--- src/rtl/wave_player.sv ---
// Wave segment player: walks a {last, level, dur} table from a latched start address
// and drives the level for (dur+1)*TICK_DIV cycles per entry.
module wave_player #(
   parameter int TICK_DIV = 16,
   parameter int MAX_SEG  = 64
) (
   input  logic        clk,
   input  logic        rstn,
   input  logic        wave_go,
   input  logic        wave_stop,
   input  logic [7:0]  wave_start_addr,
   output logic        wave_rd_en,
   output logic [7:0]  wave_rd_addr,
   input  logic [15:0] wave_rd_data,
   output logic [6:0]  drv_level,
   output logic        busy,
   output logic        done,
   output logic        wave_err,
   output logic [2:0]  dbg_state
);

   localparam int TW = $clog2(TICK_DIV);

   typedef enum logic [2:0] {
      S_IDLE  = 3'd0,
      S_FETCH = 3'd1,
      S_WAIT  = 3'd2,
      S_LOAD  = 3'd3,
      S_HOLD  = 3'd4
   } state_t;

   state_t        state_q, state_d;
   logic [7:0]    ptr_q, ptr_d;
   logic [7:0]    seg_cnt_q, seg_cnt_d;
   logic [7:0]    dur_cnt_q, dur_cnt_d;
   logic [TW-1:0] tick_cnt_q, tick_cnt_d;
   logic          last_q, last_d;
   logic [6:0]    level_q, level_d;
   logic          busy_q, busy_d;
   logic          done_q, done_d;
   logic          err_q, err_d;
   logic          tick_wrap;

   assign tick_wrap = (tick_cnt_q == TW'(TICK_DIV - 1));

   // Stop beats go; go restarts from any state; otherwise the table walk advances.
   always_comb begin
      state_d    = state_q;
      ptr_d      = ptr_q;
      seg_cnt_d  = seg_cnt_q;
      dur_cnt_d  = dur_cnt_q;
      tick_cnt_d = tick_cnt_q;
      last_d     = last_q;
      level_d    = level_q;
      busy_d     = busy_q;
      done_d     = 1'b0;
      err_d      = err_q;
      if (wave_stop) begin
         if (state_q != S_IDLE) begin
            state_d = S_IDLE;
            level_d = 7'h00;
            busy_d  = 1'b0;
         end
      end else if (wave_go) begin
         state_d   = S_FETCH;
         ptr_d     = wave_start_addr;
         seg_cnt_d = 8'h00;
         err_d     = 1'b0;
         busy_d    = 1'b1;
      end else begin
         case (state_q)
            S_FETCH: state_d = S_WAIT;
            S_WAIT:  state_d = S_LOAD;
            S_LOAD: begin
               state_d    = S_HOLD;
               last_d     = wave_rd_data[15];
               level_d    = wave_rd_data[14:8];
               dur_cnt_d  = wave_rd_data[7:0];
               tick_cnt_d = '0;
            end
            S_HOLD: begin
               if (!tick_wrap) begin
                  tick_cnt_d = tick_cnt_q + 1'b1;
               end else begin
                  tick_cnt_d = '0;
                  if (dur_cnt_q != 8'h00) begin
                     dur_cnt_d = dur_cnt_q - 8'd1;
                  end else if (last_q) begin
                     state_d = S_IDLE;
                     level_d = 7'h00;
                     busy_d  = 1'b0;
                     done_d  = 1'b1;
                  end else if (seg_cnt_q == 8'(MAX_SEG - 1)) begin
                     state_d = S_IDLE;
                     level_d = 7'h00;
                     busy_d  = 1'b0;
                     err_d   = 1'b1;
                  end else begin
                     state_d   = S_FETCH;
                     ptr_d     = ptr_q + 8'd1;
                     seg_cnt_d = seg_cnt_q + 8'd1;
                  end
               end
            end
            default: ;
         endcase
      end
   end

   always_ff @(posedge clk or negedge rstn) begin
      if (!rstn) begin
         state_q    <= S_IDLE;
         ptr_q      <= 8'h00;
         seg_cnt_q  <= 8'h00;
         dur_cnt_q  <= 8'h00;
         tick_cnt_q <= '0;
         last_q     <= 1'b0;
         level_q    <= 7'h00;
         busy_q     <= 1'b0;
         done_q     <= 1'b0;
         err_q      <= 1'b0;
      end else begin
         state_q    <= state_d;
         ptr_q      <= ptr_d;
         seg_cnt_q  <= seg_cnt_d;
         dur_cnt_q  <= dur_cnt_d;
         tick_cnt_q <= tick_cnt_d;
         last_q     <= last_d;
         level_q    <= level_d;
         busy_q     <= busy_d;
         done_q     <= done_d;
         err_q      <= err_d;
      end
   end

   assign wave_rd_en   = (state_q == S_FETCH);
   assign wave_rd_addr = ptr_q;
   assign drv_level    = level_q;
   assign busy         = busy_q;
   assign done         = done_q;
   assign wave_err     = err_q;
   assign dbg_state    = state_q;

endmodule

--- config.mk ---
export PLATFORM = sky130hd
export DESIGN_NAME = wave_player
export DESIGN_NICKNAME = d
export VERILOG_FILES = /design/src/rtl/wave_player.sv
export SDC_FILE = /design/constraint.sdc
export NUM_CORES = 1
export LEC_CHECK = 0
export ABC_AREA = 0
export BUFFER_PORTS_ARGS = -buffer_cell sky130_fd_sc_hd__clkbuf_2
export CAP_MARGIN = 20
export CORE_UTILIZATION = 40
export CTS_CLUSTER_DIAMETER = 150
export DETAILED_ROUTE_END_ITERATION = 6
export PLACE_DENSITY_LB_ADDON = 0.08
export SLEW_MARGIN = 20
export SYNTH_ARGS = -nofsm -noshare
export SYNTH_HDL_FRONTEND = slang
export SYNTH_SLANG_ARGS = --single-unit
--- constraint.sdc ---
create_clock -name clk -period 2.7 [get_ports clk]
set_input_delay 0.54 -clock clk [delete_from_list [all_inputs] [get_ports clk]]
set_output_delay 0.54 -clock clk [all_outputs]
set_load 0.005 [all_outputs]
# Yosys cells after proc, flatten, opt, wreduce, memory -nomap -nowiden
# Cells that the tools add are included.
word_totals:
  register_bits: 42
  latchBits: 0
  ram_bits: 0
  romBits: 0
  in_bits: 28
  output_inout_bits: 22
  elab_cells: 107
  mem_count: 0
op_classes:
  add_sub_neg: 4
  multipliers: 0
  div: 0
  order_cmp: 0
  n_eq_ne: 19
  n_shift: 0
  muxes: 53
  bitwise: 2
  n_reduce_logical: 19
ops:
  columns: ["cell", "count"]
  rows:
  - ["two-way mux 8 bit", 14]
  - ["two-way mux 7 bit", 7]
  - ["two-way mux 1 bit", 22]
  - ["AND reduction 6 bit", 3]
  - ["adder 8 x 1 -> 8 bit (second input constant)", 2]
  - ["case mux 8 bit (2 select lines)", 1]
  - ["two-way mux 3 bit", 5]
  - ["case mux 7 bit (2 select lines)", 1]
  - ["inequality test 4 bit (second input constant)", 3]
  - ["case mux 3 bit (4 select lines)", 1]
  - ["nonzero test 3 bit", 4]
  - ["inequality test 2 bit (second input constant)", 5]
  - ["AND reduction 5 bit", 2]
  - ["inequality test 3 bit (second input constant)", 3]
  - ["equality test 8 x 6 -> 1 bit (second input constant)", 1]
  - ["case mux 4 bit (2 select lines)", 1]
  - ["nonzero test 2 bit", 4]
  - ["nonzero test 8 bit", 1]
  - ["subtractor 8 x 1 -> 8 bit (second input constant)", 1]
  - ["equality test 3 x 2 -> 1 bit (second input constant)", 2]
  - ["AND reduction 3 bit", 2]
  - ["nonzero test 6 bit", 1]
  - ["adder 4 x 1 -> 4 bit (second input constant)", 1]
  - ["equality test 4 bit (second input constant)", 1]
  - ["other kinds (7)", 9]

# Longest topological paths before layout
logic_depth:
  word_depth: 8
  depth_mapped: 8
  ltp_nobuf: 7

# Least setup slack after synthesis
# Ideal clock, no wire load.
synth_timing:
  path_type: "register to register"
  from: "reg dur_cnt_q[0]"
  to: "reg seg_cnt_q[4]"
  arrival_time_ns: 1.878
  required_time_ns: 2.621
  setup_slack_ns: 0.743
  path_stages_with_launch: 8
  path_buffers: 0
  period_less_slack_ns: 1.957
  cell_sequence: "dfrtp_1 > inv_1 > ha_1 > nor4b_4 > nand4_2 > nor3_2 > or4b_1 > a21oi_1"
synth_via:
  elab_chain_cells: 3
synth_rtl:
  columns: ["item", "line_no", "rtl"]
  rows:
  - ["start, declared", "35", "logic [7:0] dur_cnt_q, dur_cnt_d;"]
  - ["start signal, assigned", "126", "dur_cnt_q <= dur_cnt_d;"]
  - ["nonzero test 8 bit", "86", "if (dur_cnt_q != 8'h00) begin"]
  - ["inequality test 2 bit (no line)", null, null]
  - ["AND reduction 6 bit (no line)", null, null]
  - ["end signal, assigned", "125", "seg_cnt_q <= seg_cnt_d;"]
  - ["end, declared", "34", "logic [7:0] seg_cnt_q, seg_cnt_d;"]
# No other way between the ends.
# A chain may end at the register's enable or synchronous reset.

# Final worst setup path
layout_timing:
  from: "reg dur_cnt_q[0]"
  to: "reg seg_cnt_q[5]"
# The elaborated chain is that of the path after synthesis.

==> impl_results.md <==
- Synth Area per Inst: 9.63 sq um
- Core footprint: about 0.0055 sq mm
- Worst Hold Margin: between 0.15 and 0.2 ns
- DR vias: roughly 2100
- First-pass GRT wire length: between 9000 and 10000 microns
- Die Ht: just under 80 microns
- Unrepaired setup endpoints after global routing: false
- Overall routing resource usage: 0.208
- Final setup TNS: 0 ns
- Most common cell in the netlist: dfrtp_1
- LEAKAGE: ~1.2 nW
- Dpl hpwl: 4150 microns
- Initial Util: 0.417
- Syn Nets: approximately 270
- Io pins: 50
- Async SR Flop Fraction: 1.00
- Top post-synthesis cells by count: dfrtp_1, o21ai_0, a21oi_1, nand2_1, nor2_1
- Post-CTS resize count: 0
- Clock transition at path regs: roughly 0.08 ns
- Worst path max stage delay: around 0.48 ns
- Worst-Skew Late Latency: ~0.29 ns
- Worst-margin pin slew: ~0.66 ns
- Fin crit period: between 2 and 2.5 ns
- Postcts setup bufs: 0
- Number of diodes: 0
- H-tree Lvls: 2
- DR top layer: met4
- Std cell rows: 27
- Worst-path maximum fanout: 10
- Longest Clk Path Bufs: 2
- CP max-delay cell: and4_1
- Die W: between 70 and 80 microns
- Mapped cell area: about 0.0023 sq mm
- Clock skew: slightly below 0.007 ns
- Met3 routed WL: 247 microns
- CP Data Required Time: 2.93 ns
- Worst Path Arrival: between 2 and 2.5 ns
- Iteration-0 DRC Markers: 176
- Antenna violations before repair: 0
- Slew HR: 0.561
- Final core utilization: 0.498
- Buffers on Ports: 49
- DRC: 0
- CP bufs+invs: 1
- CP Class: flop to flop
- Cells after synthesis: between 200 and 250
- Largest net degree at the start of global routing: 27
- Slew Viols, Final: 0
- Max_cap viols: 0
- Number of CTS-inserted buffers: 5
- Yosys top cell by area: dfrtp_1
- Vias in the first global route: ~2000
- Hold Buf Count CTS: 0
- Final period util: 0.837
- Delay-heaviest family, CP: simple AND/OR/NAND/NOR gates
- Num Clock Sinks: 42
- Post-synthesis sequential element count: 42
- Full die area: 0.00609 sq mm
- ANT nets after route: 0
- EDFF count, synth: 0
- Critical Path Sink Type: flop
- Fmax: 443 MHz
- P per Cell Area: roughly 550 mW/mm^2
- Cells along the critical path: inv_1 > ha_1 > nor4b_4 > and4_1 > a21oi_2 > or4_1 > a21oi_1
- Sequential fraction of the synthesis area: 0.455
- HP Class: input port to asynchronous set/reset pin
- RePlAce Congestion: ~0.81
- Final wirelength: ~5700 microns
- Vias per cell: approximately 5.8
- Met1 WL: roughly 2800 microns
- Final Hold Fails: 0
- Area fraction of the dominant cell type after synthesis: 0.455
- WL met2: 2650 microns
- CP Launch Type: flop
- CTS tree: yes
- Overflow after GRT: 0
- Share of cells above drive strength 1: 0.266
- Predominant post-synthesis flop cell: dfrtp_1
- Peak VDD IR: approximately 0.44 mV
- CTS Root Cell: clkbuf_8
- Synth unique cells: between 50 and 60
- Setup violators final: 0
- Outcome: finished, final reports clean
- 1st-pass router iterations: 4
- Synth warn: 0
- DR WL/cell: between 15 and 20 microns
- Final net count: around 330
- Area delta synth->final: 19.2%
- Top post-synthesis cells by area: dfrtp_1, o21ai_0, a21oi_1, nand2_1, ha_1
[path summary, 6_finish.rpt]
| check | slack, ns | depth (start not counted) | from | end |
|---|---|---|---|---|
| worst max-delay path | 0.44 | 7 | dur_cnt_q[0] | seg_cnt_q[5] |
| worst min-delay path | 0.17 | 1 | rstn | wave_rd_addr[1] |
| worst max register to register | 0.44 | 7 | dur_cnt_q[0] | seg_cnt_q[5] |
| worst min register to register | 0.48 | 1 | seg_cnt_q[7] | seg_cnt_q[7] |
| max in group asynchronous | 1.83 | 2 | rstn | dur_cnt_q[5] |
| min in group clk | 0.47 | 2 | wave_rd_data[8] | drv_level[0] |
[power breakdown]
part           switching, mW  total, mW  internal (mW)
clock network          0.218      0.494          0.276
logic                  0.141      0.258          0.117
registers             0.0719      0.755          0.683
[sequential cells by signal, indices dropped and copies added, names as in the netlist]
register      count
dur_cnt_q         8
seg_cnt_q         8
wave_rd_addr      8
drv_level         7
tick_cnt_q        4
dbg_state         3
busy              1
done              1
last_q            1
wave_err          1
[worst register-to-register path, delay by kind of cell, from the launching register on]
kind                     cells  cell delay [ns]
AND/OR/NAND/NOR              3             1.24
flip-flops                   1             0.40
AO/OA/AOI/OAI                2             0.27
adder cells (fa/ha/maj)      1             0.17
buffers and inverters        1             0.12
[kinds of logic (layout without fill, tap and decap cells)]
logic type / count (synthesis) / after routing / synth area share
AOI/OAI and AO/OA: 92 / 92 / 0.263
buffers and inverters: 16 / 69 / 0.0281
DFF: 42 / 42 / 0.455
muxes: 2 / 2 / 0.00920
xor gates and xnor gates: 3 / 3 / 0.0114
adders and majority gates: 5 / 5 / 0.0271
and+or+nand+nor: 80 / 80 / 0.207
[placed cells by master (no fill, tap or decap), drive strengths merged, types with 5 or more instances in the layout]
| cell | instances |
|---|---|
| a21oi | 20 |
| a22o | 7 |
| a31oi | 9 |
| and3 | 6 |
| buf | 5 |
| clkbuf | 55 |
| dfrtp | 42 |
| ha | 5 |
| inv | 5 |
| nand2 | 18 |
| nand3 | 5 |
| nor2 | 16 |
| nor3 | 5 |
| o21ai | 25 |
| o22ai | 5 |
[stage by stage]
step / std cells / total power, mW / area, sq um / worst slack, ns
after floorplan: 240 / 0.909 / 2310 / 0.743
after global placement: 357 / 1.02 / 2650 / 0.527
after detailed placement: 357 / 1.03 / 2650 / 0.459
after CTS: 365 / 1.52 / 2760 / 0.457
after global routing: 365 / 1.60 / 2760 / 0.192
final: 365 / 1.51 / 2760 / 0.441
[area by class of cell]
cell class	count	area (sq um)
multi-input combinational	182	1200
tap	72	90.1
inverter	7	26.3
clock inverter	2	37.5
clock buffer	6	72.6
timing repair buffer	54	283
sequential	42	1050
fill	544	2780
[routing by layer]
layer,global-route usage,up-vias
met5,0,-
li1,-,1030
met3,0.0419,7
met1,0.297,1007
met4,0.0685,0
met2,0.315,57
Note: power is estimated with default switching activity, not from simulation.
